`config.mk`:
```
export PLATFORM = sky130hd
export DESIGN_NAME = aes_ahb_ctrl_flat
export DESIGN_NICKNAME = d
export VERILOG_FILES = /design/src/rtl/aes_ahb_ctrl_if.sv /design/src/rtl/aes_ahb_ctrl.sv /design/src/flat_wrapper.sv
export SDC_FILE = /design/constraint.sdc
export NUM_CORES = 1
export LEC_CHECK = 0
export BUFFER_PORTS_ARGS = -buffer_cell sky130_fd_sc_hd__buf_4
export CAP_MARGIN = 20
export CORE_ASPECT_RATIO = 1.1
export CORE_MARGIN = 2
export CORE_UTILIZATION = 42
export DETAILED_ROUTE_END_ITERATION = 12
export PLACE_DENSITY_LB_ADDON = 0.05
export SLEW_MARGIN = 20
export SYNTH_ARGS = -nofsm -noshare
export SYNTH_HDL_FRONTEND = slang
export SYNTH_SLANG_ARGS = --single-unit
export TNS_END_PERCENT = 1
```
`constraint.sdc`:
```
create_clock -name HCLK -period 6.3 [get_ports HCLK]
set_input_delay 0.63 -clock HCLK [delete_from_list [all_inputs] [get_ports HCLK]]
set_output_delay 0.63 -clock HCLK [all_outputs]
set_load 0.05 [all_outputs]
```
`src/rtl/aes_ahb_ctrl_if.sv`:
```
// AHB-Lite signal bundle between the decoder/interconnect and the AES controller.
interface aes_ahb_ctrl_if;
   logic        HSEL_1;
   logic [31:0] HADDR;
   logic [1:0]  HTRANS;
   logic        HWRITE;
   logic [1:0]  HSIZE;
   logic [31:0] HWDATA;
   logic        HREADY;
   logic [31:0] HRDATA;
   logic        HREADYOUT;
   logic        HRESP;

   modport master (
      output HSEL_1, HADDR, HTRANS, HWRITE, HSIZE, HWDATA, HREADY,
      input  HRDATA, HREADYOUT, HRESP
   );

   modport slave (
      input  HSEL_1, HADDR, HTRANS, HWRITE, HSIZE, HWDATA, HREADY,
      output HRDATA, HREADYOUT, HRESP
   );
endinterface

```
`src/rtl/aes_ahb_ctrl.sv`:
```
// AHB-Lite front end for the byte-serial AES core: buffers key/data, streams
// them into the core, collects the 16 result bytes and reports status/irq.
//
// state  | meaning
// S_IDLE | not busy, waiting for a START write
// S_LOAD | presenting key bytes 0..15 then data bytes 16..31, one per cycle
// S_KICK | one-cycle core_start pulse
// S_WAIT | collecting result bytes, timeout counter running
module aes_ahb_ctrl #(
   parameter int TIMEOUT_CYCLES = 1024
) (
   input  logic       HCLK,
   input  logic       HRESET,
   aes_ahb_ctrl_if.slave bus,
   output logic       irq,
   output logic [7:0] core_din,
   output logic       core_din_valid,
   output logic       core_key_sel,
   output logic       core_start,
   input  logic [7:0] core_dout,
   input  logic       core_dout_valid
);

   localparam int TW = $clog2(TIMEOUT_CYCLES + 1);

   localparam logic [1:0] RESP_NONE = 2'd0;
   localparam logic [1:0] RESP_ERR1 = 2'd1;
   localparam logic [1:0] RESP_ERR2 = 2'd2;

   typedef enum logic [1:0] {S_IDLE, S_LOAD, S_KICK, S_WAIT} state_t;

   state_t             state;
   logic [4:0]         cnt;
   logic [3:0]         rcnt;
   logic [TW-1:0]      tcnt;
   logic [3:0][31:0]   key_q;
   logic [3:0][31:0]   din_q;
   logic [3:0][31:0]   dout_q;
   logic               irq_en;
   logic               done;
   logic               err;

   logic [1:0]         resp_q;
   logic               dp_valid;
   logic               dp_write;
   logic [3:0]         dp_addr;

   logic               busy;
   logic               accept;
   logic [3:0]         ap_addr;
   logic               ap_err;
   logic               wr_en;
   logic               start_wr;
   logic [31:0]        rdata;
   logic [4:0]         nxt_idx;
   logic [255:0]       stream;
   logic [255:0]       stream_sh;
   logic [7:0]         ld_byte;
   logic               unused_bits;

   assign unused_bits = ^{bus.HADDR[31:6], bus.HADDR[1:0], bus.HTRANS[0]};

   assign busy     = (state != S_IDLE);
   assign ap_addr  = bus.HADDR[5:2];
   // No new address phase is taken while the first ERROR cycle is stalling the bus.
   assign accept   = bus.HSEL_1 & bus.HTRANS[1] & bus.HREADY & (resp_q != RESP_ERR1);
   assign wr_en    = dp_valid & dp_write;
   assign start_wr = wr_en & (dp_addr == 4'h0) & bus.HWDATA[0] & ~busy;

   // A START committing right now makes the block busy from the next cycle on,
   // so a buffer write arriving behind it must already be refused.
   assign ap_err = (bus.HSIZE != 2'b10) |
                   (bus.HWRITE & ((ap_addr[3:2] == 2'b11) |
                                  ((ap_addr[3:2] != 2'b00) & (busy | start_wr))));

   assign bus.HREADYOUT = (resp_q != RESP_ERR1);
   assign bus.HRESP     = (resp_q != RESP_NONE);
   assign bus.HRDATA    = (dp_valid & ~dp_write) ? rdata : 32'h0;

   assign irq = irq_en & (done | err);

   // Stream byte selection: index 0 is KEY0[31:24], index 31 is DIN3[7:0].
   assign nxt_idx   = (state == S_IDLE) ? 5'd0 : cnt + 5'd1;
   assign stream    = {key_q[0], key_q[1], key_q[2], key_q[3],
                       din_q[0], din_q[1], din_q[2], din_q[3]};
   assign stream_sh = stream << {nxt_idx, 3'b000};
   assign ld_byte   = stream_sh[255:248];

   // Register read mux for the data phase.
   always_comb begin
      rdata = 32'h0;
      case (dp_addr[3:2])
         2'b00: begin
            if (dp_addr[1:0] == 2'd0)      rdata = {30'h0, irq_en, 1'b0};
            else if (dp_addr[1:0] == 2'd1) rdata = {29'h0, err, done, busy};
         end
         2'b01:   rdata = key_q[dp_addr[1:0]];
         2'b10:   rdata = din_q[dp_addr[1:0]];
         default: rdata = dout_q[dp_addr[1:0]];
      endcase
   end

   // Address-phase capture and two-cycle ERROR response sequencing.
   always_ff @(posedge HCLK) begin
      if (HRESET) begin
         resp_q   <= RESP_NONE;
         dp_valid <= 1'b0;
         dp_write <= 1'b0;
         dp_addr  <= 4'h0;
      end else begin
         dp_valid <= accept & ~ap_err;
         dp_write <= bus.HWRITE;
         dp_addr  <= ap_addr;
         if (accept & ap_err)        resp_q <= RESP_ERR1;
         else if (resp_q == RESP_ERR1) resp_q <= RESP_ERR2;
         else                        resp_q <= RESP_NONE;
      end
   end

   // Register commits and the sequencing FSM; hardware sets of DONE/ERR come
   // after the W1C decode so they take priority in the same cycle.
   always_ff @(posedge HCLK) begin
      if (HRESET) begin
         state          <= S_IDLE;
         cnt            <= 5'd0;
         rcnt           <= 4'd0;
         tcnt           <= '0;
         key_q          <= '0;
         din_q          <= '0;
         dout_q         <= '0;
         irq_en         <= 1'b0;
         done           <= 1'b0;
         err            <= 1'b0;
         core_din       <= 8'h0;
         core_din_valid <= 1'b0;
         core_key_sel   <= 1'b0;
         core_start     <= 1'b0;
      end else begin
         core_start <= 1'b0;

         if (wr_en) begin
            case (dp_addr[3:2])
               2'b00: begin
                  if (dp_addr[1:0] == 2'd0) irq_en <= bus.HWDATA[1];
                  else if (dp_addr[1:0] == 2'd1) begin
                     if (bus.HWDATA[1]) done <= 1'b0;
                     if (bus.HWDATA[2]) err  <= 1'b0;
                  end
               end
               2'b01:   key_q[dp_addr[1:0]] <= bus.HWDATA;
               2'b10:   din_q[dp_addr[1:0]] <= bus.HWDATA;
               default: ;
            endcase
         end

         case (state)
            S_IDLE: begin
               if (start_wr) begin
                  state          <= S_LOAD;
                  done           <= 1'b0;
                  err            <= 1'b0;
                  cnt            <= 5'd0;
                  core_din       <= ld_byte;
                  core_din_valid <= 1'b1;
                  core_key_sel   <= 1'b1;
               end
            end
            S_LOAD: begin
               if (cnt == 5'd31) begin
                  state          <= S_KICK;
                  core_din       <= 8'h0;
                  core_din_valid <= 1'b0;
                  core_key_sel   <= 1'b0;
                  core_start     <= 1'b1;
               end else begin
                  cnt          <= cnt + 5'd1;
                  core_din     <= ld_byte;
                  core_key_sel <= ~nxt_idx[4];
               end
            end
            S_KICK: begin
               state <= S_WAIT;
               rcnt  <= 4'd0;
               tcnt  <= '0;
            end
            S_WAIT: begin
               if (core_dout_valid) begin
                  dout_q[rcnt[3:2]][{~rcnt[1:0], 3'b000} +: 8] <= core_dout;
                  rcnt <= rcnt + 4'd1;
               end
               if (core_dout_valid && rcnt == 4'd15) begin
                  done  <= 1'b1;
                  state <= S_IDLE;
               end else if (tcnt == TW'(TIMEOUT_CYCLES - 1)) begin
                  err   <= 1'b1;
                  state <= S_IDLE;
               end else begin
                  tcnt <= tcnt + 1'b1;
               end
            end
            default: state <= S_IDLE;
         endcase
      end
   end

endmodule

```
`src/flat_wrapper.sv`:
```
// flat-port wrapper written by rule: the top's interface ports become plain ports
module aes_ahb_ctrl_flat 
#(
   parameter int TIMEOUT_CYCLES = 1024
)
  (HCLK, HRESET, irq, core_din, core_din_valid, core_key_sel, core_start, core_dout, core_dout_valid, bus_HSEL_1, bus_HADDR, bus_HTRANS, bus_HWRITE, bus_HSIZE, bus_HWDATA, bus_HREADY, bus_HRDATA, bus_HREADYOUT, bus_HRESP);
  aes_ahb_ctrl_if bus_i ();
  input  logic HCLK;
  input  logic HRESET;
  output logic irq;
  output logic [7:0] core_din;
  output logic core_din_valid;
  output logic core_key_sel;
  output logic core_start;
  input  logic [7:0] core_dout;
  input  logic core_dout_valid;
  input wire logic [$bits(bus_i.HSEL_1)-1:0] bus_HSEL_1;
  input wire logic [$bits(bus_i.HADDR)-1:0] bus_HADDR;
  input wire logic [$bits(bus_i.HTRANS)-1:0] bus_HTRANS;
  input wire logic [$bits(bus_i.HWRITE)-1:0] bus_HWRITE;
  input wire logic [$bits(bus_i.HSIZE)-1:0] bus_HSIZE;
  input wire logic [$bits(bus_i.HWDATA)-1:0] bus_HWDATA;
  input wire logic [$bits(bus_i.HREADY)-1:0] bus_HREADY;
  output wire logic [$bits(bus_i.HRDATA)-1:0] bus_HRDATA;
  output wire logic [$bits(bus_i.HREADYOUT)-1:0] bus_HREADYOUT;
  output wire logic [$bits(bus_i.HRESP)-1:0] bus_HRESP;
  assign bus_i.HSEL_1 = bus_HSEL_1;
  assign bus_i.HADDR = bus_HADDR;
  assign bus_i.HTRANS = bus_HTRANS;
  assign bus_i.HWRITE = bus_HWRITE;
  assign bus_i.HSIZE = bus_HSIZE;
  assign bus_i.HWDATA = bus_HWDATA;
  assign bus_i.HREADY = bus_HREADY;
  assign bus_HRDATA = bus_i.HRDATA;
  assign bus_HREADYOUT = bus_i.HREADYOUT;
  assign bus_HRESP = bus_i.HRESP;
  aes_ahb_ctrl #(.TIMEOUT_CYCLES(TIMEOUT_CYCLES)) u_core (.HCLK(HCLK), .HRESET(HRESET), .bus(bus_i), .irq(irq), .core_din(core_din), .core_din_valid(core_din_valid), .core_key_sel(core_key_sel), .core_start(core_start), .core_dout(core_dout), .core_dout_valid(core_dout_valid));
endmodule
```
==> run summary, run 1 <==
Routability cong. - 0.8483
Max FO, Critical Path - 39
Die area - 52,040 µm²
Static leakage - 7.845 nW
Worst Setup End Kind - output port
Clock sinks - 428
Hold depth - 2
Grt ovf - 0
Warnings, synthesis - 0
Final Core Density - 47.45%
TritonRoute pass-1 iters - 5
Die height - 239.1 µm
Vias in the first global route - 17,890
Slew @ Worst Pin - 1.146 ns
Initial core utilization - 42.35%
Reg2reg start - u_core.dp_addr[0]$_SDFF_PP0_
CTS tree - built
RSZ-0062 raised after global routing - false
HP Class - in -> reg
First-pass GRT wire length - 117,100 µm
Crit Path Category - reg -> out
Seq cells post-synth - 428
Post-synthesis cell type count - 67
Detail Placement HPWL - 50,660 µm
Syn Nets - 2,502
Port-buffer cells - 98
DP Cell Count - 2,989
Vias - 18,280
Top cells by area, synth - dfxtp_1, mux4_2, nand2_1
Final period util - 68.04%
Die X - 217.7 µm
Avg Cell Area, Syn - 8.757 µm²
Max VDD drop - 0.0002392 V
Hold Buf Count CTS - 0
Vias per cell - 5.942
GR Util All Layers - 30.38%
Hold Fails Final Rpt - 0
Min-delay src - bus_HADDR[5]
Synthesized cell area - 21,100 µm²
CTS max path bufs - 3
Slew margin rel. - 23.63%
CTS H-tree lvls - 2
Most Frequent Cell on Critical Path - buf_4
Flop-to-flop setup slack - 2.85 ns
FFs w/ async S/R, synth - 0%
CTS root buffer - clkbuf_16
Setup TNS - 0 ns
Clock skew - 0.04444 ns
Maxcap violations - 0
1st-iter DRT viols - 1,617
Post-CTS sizing - 0
Main flop type after synthesis - dfxtp_1
RR Endpoint - u_core.core_din[0]$_SDFFE_PP0P_
Cell Count, Final, Fillers Out - 3,077
ANT nets after route - 0
Area share of the largest cell type after synthesis - 40.61%
Post-synth EDFFs - 0
FP Rows - 86
Slowest cell on crit path - dfxtp_4
Final #Nets - 2,472
Worst Reg-to-Reg Cells - 6
P&R area growth vs syn - 12.06%
Cell with the most instances after synthesis - nand2_1
CP cell instances - buf_4 > mux4_2 > a22oi_1 > nor2_1 > buf_4
Post-synthesis sequential area ratio - 40.61%
WP data arrival - 3.66 ns
Initial antenna violation count - 2
Wire per inst - 25.83 µm
Slew Limit Fails - 0
Largest net degree at the start of global routing - 173
Most frequent cells after synthesis - nand2_1, dfxtp_1, a21oi_1, nor2_1, mux2i_1
I/O pin count - 128
Area leader, netlist - dfxtp_1
CTS Buf Count - 48
Max frequency - 0.2333 GHz
Critical Path Source Type - register
PD cells - 260.5 nW/µm²
Status - complete, no violations
Share of layout cells above drive strength 1 - 17.18%
Drt drc - 0
Hold Path End - u_core.dp_addr[3]$_SDFF_PP0_
Final setup violating endpoints - 0
Worst EP required - 5.67 ns
Setup Fix Bufs, Post-CTS - 0
Total power - 6.158 mW
Worst-Skew Late Latency - 0.61 ns
Gate Count Post-Synth - 2,409
Final WL - 79,470 µm
CTS clk-pin slew, worst paths - 0.06 ns
Final min period - 4.286 ns
Max incr delay on CP - 0.89 ns
CORE AREA - 49,820 µm²
[registers in the layout, indices dropped and copies added (netlist names), 2 cells and up]
signal	cells
u_core.dp_addr	4
u_core.din_q	128
u_core.key_q	128
u_core.resp_q	2
u_core.state	2
u_core.cnt	5
u_core.core_din	8
u_core.dout_q	128
u_core.tcnt	11
u_core.rcnt	4
[where the power goes]
group / internal (mW) / switching (mW) / leakage [nW]
clock: 1.61 / 1.17 / 0.774
combinational: 0.181 / 0.461 / 3.62
sequential: 2.71 / 0.0205 / 3.45
total: 4.50 / 1.66 / 7.84
[per-layer routing]
metal / vias up / track usage [%] / share of wire (%)
met5: - / 0 / 0
met4: 0 / 15.59 / 5.5
met3: 202 / 5.204 / 6.2
met2: 663 / 50.48 / 48
met1: 9077 / 37.87 / 40
li1: 8341 / - / -
[kinds of logic after synthesis]
logic type,synth area share [%]
xor+xnor,0.6050
fa+ha+maj,0.6998
compound gates,13.05
buf+inv,4.739
flops,40.61
mux,21.51
simple gates,18.78
[per-stage QoR]
| stage | setup WS (ns) | hold slack (ns) | area [µm²] |
|---|---|---|---|
| after floorplan | 3.134 | 0.4332 | 21100 |
| after global placement | 2.562 | 0.4408 | 22090 |
| after detailed placement | 2.574 | 0.4478 | 22090 |
| after CTS | 1.953 | 0.2599 | 23640 |
| after global routing | 1.879 | 0.2665 | 23640 |
| final | 2.014 | 0.2896 | 23640 |
[cell usage in the layout, fill, tap and decap left out, types with 12 or more instances in the layout]
cell,instances
nand2_1,559
dfxtp_1,423
a21oi_1,320
nor2_1,199
mux2i_1,147
buf_4,132
mux4_2,112
clkbuf_16,48
mux2_2,46
o21ai_0,42
and2_1,36
a22oi_1,32
o22ai_1,27
or3_1,23
nand3_1,22
nor2_2,20
nor3_1,18
nor2b_1,15
clkbuf_8,14
nand2b_1,12
[area by class of cell]
type	instances	area [µm²]
fill	4847	26180
multi-input combinational	1757	11610
sequential	428	8579
clock buffer	73	1435
timing repair buffer	135	1046
tap	660	825.8
clock inverter	14	110.1
inverter	9	33.78
antenna	1	2.502
[worst max-delay path, delay by kind of cell, from the launching register on]
kind | cells | cell delay, ns
flip-flops | 1 | 0.89
multiplexers | 1 | 0.61
AO/OA/AOI/OAI | 1 | 0.62
buffers and inverters | 2 | 0.84
AND/OR/NAND/NOR | 1 | 0.09
[worst max-delay path by stage]
stage               endpoint  slack, ns  cells past startpoint                          from
4_1_cts        bus_HRDATA[5]       1.95                      6  u_core.dp_addr[1]$_SDFF_PP0_
3_5_place_dp   bus_HRDATA[5]       2.57                      6  u_core.dp_addr[1]$_SDFF_PP0_
5_1_grt        bus_HRDATA[5]       1.88                      5  u_core.dp_addr[0]$_SDFF_PP0_
2_1_floorplan  bus_HRDATA[2]       3.13                      6  u_core.dp_addr[0]$_SDFF_PP0_
3_3_place_gp   bus_HRDATA[5]       2.56                      6  u_core.dp_addr[1]$_SDFF_PP0_
6_report       bus_HRDATA[5]       2.01                      5  u_core.dp_addr[0]$_SDFF_PP0_
Power figures use the tool's default switching activity.
==> run 2, diff against run 1 <==
==> constraint.sdc (replaced) <==
create_clock -name HCLK -period 4.5 [get_ports HCLK]
set_input_delay 0.45 -clock HCLK [delete_from_list [all_inputs] [get_ports HCLK]]
set_output_delay 0.45 -clock HCLK [all_outputs]
set_load 0.05 [all_outputs]
==> run summary, run 2 (synthesized netlist as in run 1, its figures left out) <==
Status - complete, no violations
Clock skew - 0.01765 ns
Vias per cell - 5.932
CTS root buffer - clkbuf_16
Slowest cell on crit path - dfxtp_4
Most frequent cells in the layout - nand2_1, dfxtp_1, a21oi_1
DP Cell Count - 3,003
Min-delay src - bus_HADDR[3]
Reg2reg start - u_core.cnt[0]$_SDFFE_PP0P_
Maxcap violations - 0
Grt ovf - 0
HP Class - in -> reg
Crit Path Category - reg -> out
Critical Path Source Type - register
Hold Buf Count CTS - 0
Initial antenna violation count - 2
First-pass GRT wire length - 116,500 µm
Static leakage - 7.900 nW
Routability cong. - 0.9120
Worst-Skew Late Latency - 0.60 ns
Worst EP required - 4.05 ns
1st-iter DRT viols - 1,767
CP cell instances - buf_4 > mux4_2 > mux2_2 > a22oi_1 > nor2_1 > buf_4
CTS max path bufs - 3
FP Rows - 86
Slew margin rel. - 22.74%
ANT nets after route - 0
Worst Reg-to-Reg Cells - 9
Hold Fails Final Rpt - 0
Die X - 217.7 µm
Most Frequent Cell on Critical Path - buf_4
Share of layout cells above drive strength 1 - 17.20%
CTS Buf Count - 49
Port-buffer cells - 98
WP data arrival - 3.38 ns
P&R area growth vs syn - 12.56%
GR Util All Layers - 30.18%
Initial core utilization - 42.35%
Vias in the first global route - 17,640
Setup TNS - 0 ns
Slew @ Worst Pin - 1.156 ns
Clock sinks - 428
I/O pin count - 128
Worst Setup End Kind - output port
Max VDD drop - 0.0002668 V
Final min period - 3.827 ns
Critical path depth in cells - 6
Largest registers - u_core.din_q x128, u_core.dout_q x128, u_core.key_q x128
Setup Fix Bufs, Post-CTS - 0
Most common cell after layout, fill and taps aside - nand2_1
Max FO, Critical Path - 44
Post-CTS sizing - 0
Slew Limit Fails - 0
Buf/Inv on CP - 2
Max incr delay on CP - 0.91 ns
Fillers - 4,806
Detail Placement HPWL - 52,550 µm
Cell Count, Final, Fillers Out - 3,085
CTS clk-pin slew, worst paths - 0.06 ns
Drt drc - 0
Wire per inst - 25.76 µm
Final WL - 79,480 µm
RSZ-0062 raised after global routing - false
Hold depth - 2
CTS tree - built
Final setup violating endpoints - 0
Worst Setup SP - u_core.dp_addr[1]$_SDFF_PP0_
CP delay by family, top - flip-flops
Antenna diodes - 0
Largest net degree at the start of global routing - 205
Die area - 52,040 µm²
PD cells - 364.0 nW/µm²
Final #Nets - 2,487
Die height - 239.1 µm
Final period util - 85.05%
CTS H-tree lvls - 2
TritonRoute pass-1 iters - 7
Vias - 18,300
CORE AREA - 49,820 µm²
Max frequency - 0.2613 GHz
## run 2: worst reg2reg max path: cells and delay by family (launching register included)
kind	cells	cell delay, ns
AO/OA/AOI/OAI	3	0.72
adder cells (fa/ha/maj)	2	0.52
buffers and inverters	1	0.08
flip-flops	1	0.61
AND/OR/NAND/NOR	3	1.23
## run 2: metrics by stage
step	worst slack [ns]	power [mW]	utilization (%)	hold slack [ns]	cell area, µm²
final	0.6729	8.643	47.66	0.08525	23750
after global routing	0.5897	8.902	47.66	0.09252	23750
after CTS	0.6749	8.686	47.66	0.06947	23750
after detailed placement	1.297	4.826	44.61	0.4476	22230
after global placement	1.280	4.822	44.61	0.4395	22230
after floorplan	1.514	4.466	-	0.4332	21100
## run 2: path summary, 6_finish.rpt
check	end	slack (ns)
worst max-delay path	bus_HRDATA[12]	0.67
worst min-delay path	u_core.dp_addr[1]$_SDFF_PP0_	0.09
worst max register to register	u_core.core_din[1]$_SDFFE_PP0P_	1.25
worst min register to register	u_core.dout_q[99]$_SDFFE_PP0P_	0.46
## run 2: layer usage
layer | GRT usage (%) | wire length [µm]
met4 | 13.95 | 3903
met5 | 0 | 0
met3 | 4.669 | 5243
met1 | 38.16 | 32030
met2 | 50.61 | 38300
## run 2: cell type report
cell class	instances	area (µm²)	share of cell area, %
Tap cell	660	825.8	3.478
Multi-Input combinational cell	1757	11600	48.84
Timing Repair Buffer	149	1189	5.006
Sequential cell	428	8579	36.13
Clock buffer	78	1475	6.212
Clock inverter	4	45.04	0.1897
Inverter	9	33.78	0.1423
## run 2: power breakdown
part / internal, mW / total [mW] / leakage [nW] / switching (mW)
clock: 2.27 / 3.88 / 0.748 / 1.61
combinational: 0.282 / 0.927 / 3.70 / 0.645
sequential: 3.80 / 3.84 / 3.45 / 0.0379
==> run 3, diff against run 2 <==
--- a/config.mk
+++ b/config.mk
@@ -10,6 +10,7 @@
 export CORE_ASPECT_RATIO = 1.1
 export CORE_MARGIN = 2
 export CORE_UTILIZATION = 42
+export CTS_BUF_LIST = sky130_fd_sc_hd__clkbuf_2 sky130_fd_sc_hd__clkbuf_4 sky130_fd_sc_hd__clkbuf_8
 export DETAILED_ROUTE_END_ITERATION = 12
 export PLACE_DENSITY_LB_ADDON = 0.05
 export SLEW_MARGIN = 20
==> run summary, run 3 (synthesized netlist as in run 1, its figures left out) <==
Status - complete, no violations
Maxcap violations - 0
Max incr delay on CP - 0.93 ns
Largest net degree at the start of global routing - 205
CTS clk-pin slew, worst paths - 0.06 ns
Place WS - 1.297 ns
Slowest cell on crit path - dfxtp_4
Wire per inst - 25.46 µm
Final min period - 3.844 ns
Max VDD drop - 0.0002178 V
Clock skew - 0.03291 ns
CTS H-tree lvls - 3
Buf/Inv on CP - 2
Slew @ Worst Pin - 1.168 ns
Most frequent cells in the layout - nand2_1, dfxtp_1, a21oi_1
Setup Fix Bufs, Post-CTS - 0
CP delay by family, top - flip-flops
Final #Nets - 2,514
First-pass GRT wire length - 117,300 µm
Vias per cell - 5.915
TritonRoute pass-1 iters - 5
Most common cell after layout, fill and taps aside - nand2_1
CP cell instances - buf_4 > mux4_2 > mux2_2 > a22oi_1 > nor2_1 > buf_4
Crit Path Category - reg -> out
Hold Buf Count CTS - 1
CTS tree - built
Slew margin rel. - 21.94%
Share of layout cells above drive strength 1 - 19.21%
Vias - 18,510
Post-CTS sizing - 0
Design area - 23,760 µm²
Final WL - 79,680 µm
FP Rows - 86
Detail Placement HPWL - 52,550 µm
CORE AREA - 49,820 µm²
Die area - 52,040 µm²
Largest registers - u_core.din_q x128, u_core.dout_q x128, u_core.key_q x128
Post-route setup slack - 0.6563 ns
Reg2reg start - u_core.cnt[0]$_SDFFE_PP0P_
Comb pwr share - 10.9%
Worst Setup SP - u_core.dp_addr[1]$_SDFF_PP0_
Final setup violating endpoints - 0
Flop pwr share - 45.3%
Most Frequent Cell on Critical Path - buf_4
Routability cong. - 0.9120
Vias in the first global route - 17,960
Net load switching power - 2.327 mW
Worst EP required - 4.05 ns
CTS root buffer - clkbuf_8
I/O pin count - 128
Critical Path Source Type - register
Fillers - 4,836
RSZ-0062 raised after global routing - false
Initial antenna violation count - 2
Die X - 217.7 µm
Post-DP Area - 22,230 µm²
Worst Setup End Kind - output port
Proportion of power drawn by the clock network - 43.8%
Net Sw Frac - 27.45%
CTS max path bufs - 3
Port-buffer cells - 98
Static leakage - 7.971 nW
Initial core utilization - 42.35%
Min-delay src - bus_HWRITE
Max FO, Critical Path - 44
CTS Buf Count - 75
GR Util All Layers - 30.45%
Worst-Skew Late Latency - 0.66 ns
Grt ovf - 0
Final period util - 85.42%
Clock sinks - 428
Setup TNS - 0 ns
P&R area growth vs syn - 12.62%
ANT nets after route - 0
Die height - 239.1 µm
Internal power - 6.152 mW
Drt drc - 0
Max frequency - 0.2602 GHz
PD cells - 356.9 nW/µm²
Hold Fails Final Rpt - 0
Final Core Density - 47.69%
WP data arrival - 3.39 ns
Slew Limit Fails - 0
1st-iter DRT viols - 1,632
HP Class - in -> reg
-- run 3: cell count changes in the layout (fill, tap and decap cells not counted), sizes merged --
cell | previous run | this run
bufinv | 1 | 0
clkbuf | 78 | 117
clkinv | 3 | 6
diode | 0 | 2
dlygate4sd3 | 0 | 1
inv | 9 | 10
-- run 3: power by group through the flow --
stage,clock (mW),sequential (mW),combinational (mW)
after floorplan,0,3.89,0.575
after global placement,0,3.92,0.902
after detailed placement,0,3.92,0.906
after CTS,3.77,3.84,0.908
after global routing,3.95,3.84,0.959
final,3.71,3.84,0.928
-- run 3: final cells by class --
cell class                 instances  area, µm²  area share (%)
tap                              660      825.8           3.476
inverter                           9      33.78          0.1422
antenna                            2      5.005         0.02106
sequential                       428       8579           36.11
timing repair buffer             150       1199           5.045
clock buffer                     117       1479           6.225
clock inverter                     7      38.79          0.1633
multi-input combinational       1757      11600           48.82
-- run 3: worst register-to-register path, delay by kind of cell, from the launching register on --
family | cells | cell delay, ns
adders and majority gates | 2 | 0.52
AOI/OAI and AO/OA | 3 | 0.73
buffers and inverters | 1 | 0.08
DFF | 1 | 0.62
and+or+nand+nor | 3 | 1.26
-- run 3: through the flow --
stage | hold slack (ns) | instances | power [mW]
after global placement | 0.4395 | 3003 | 4.822
after global routing | 0.03140 | 3129 | 8.749
after CTS | 0.008736 | 3128 | 8.518
after floorplan | 0.4332 | 2409 | 4.466
after detailed placement | 0.4476 | 3003 | 4.826
final | 0.05108 | 3130 | 8.479
-- run 3: worst paths after layout --
| path | to | slack (ns) | cells past startpoint |
|---|---|---|---|
| setup / recovery | bus_HRDATA[12] | 0.66 | 6 |
| hold / removal | u_core.dp_write$_SDFF_PP0_ | 0.05 | 2 |
| setup reg to reg | u_core.core_din[1]$_SDFFE_PP0P_ | 1.22 | 9 |
| hold reg to reg | u_core.dout_q[99]$_SDFFE_PP0P_ | 0.46 | 2 |
-- run 3: per-layer routing --
metal  global-route usage, %  wire length [µm]  share of wire (%)
met5                       0                 0                  0
met4                   15.67              4137                5.2
met3                   5.076              5406                6.8
met2                   51.09             38670                 49
met1                   37.60             31470                 39
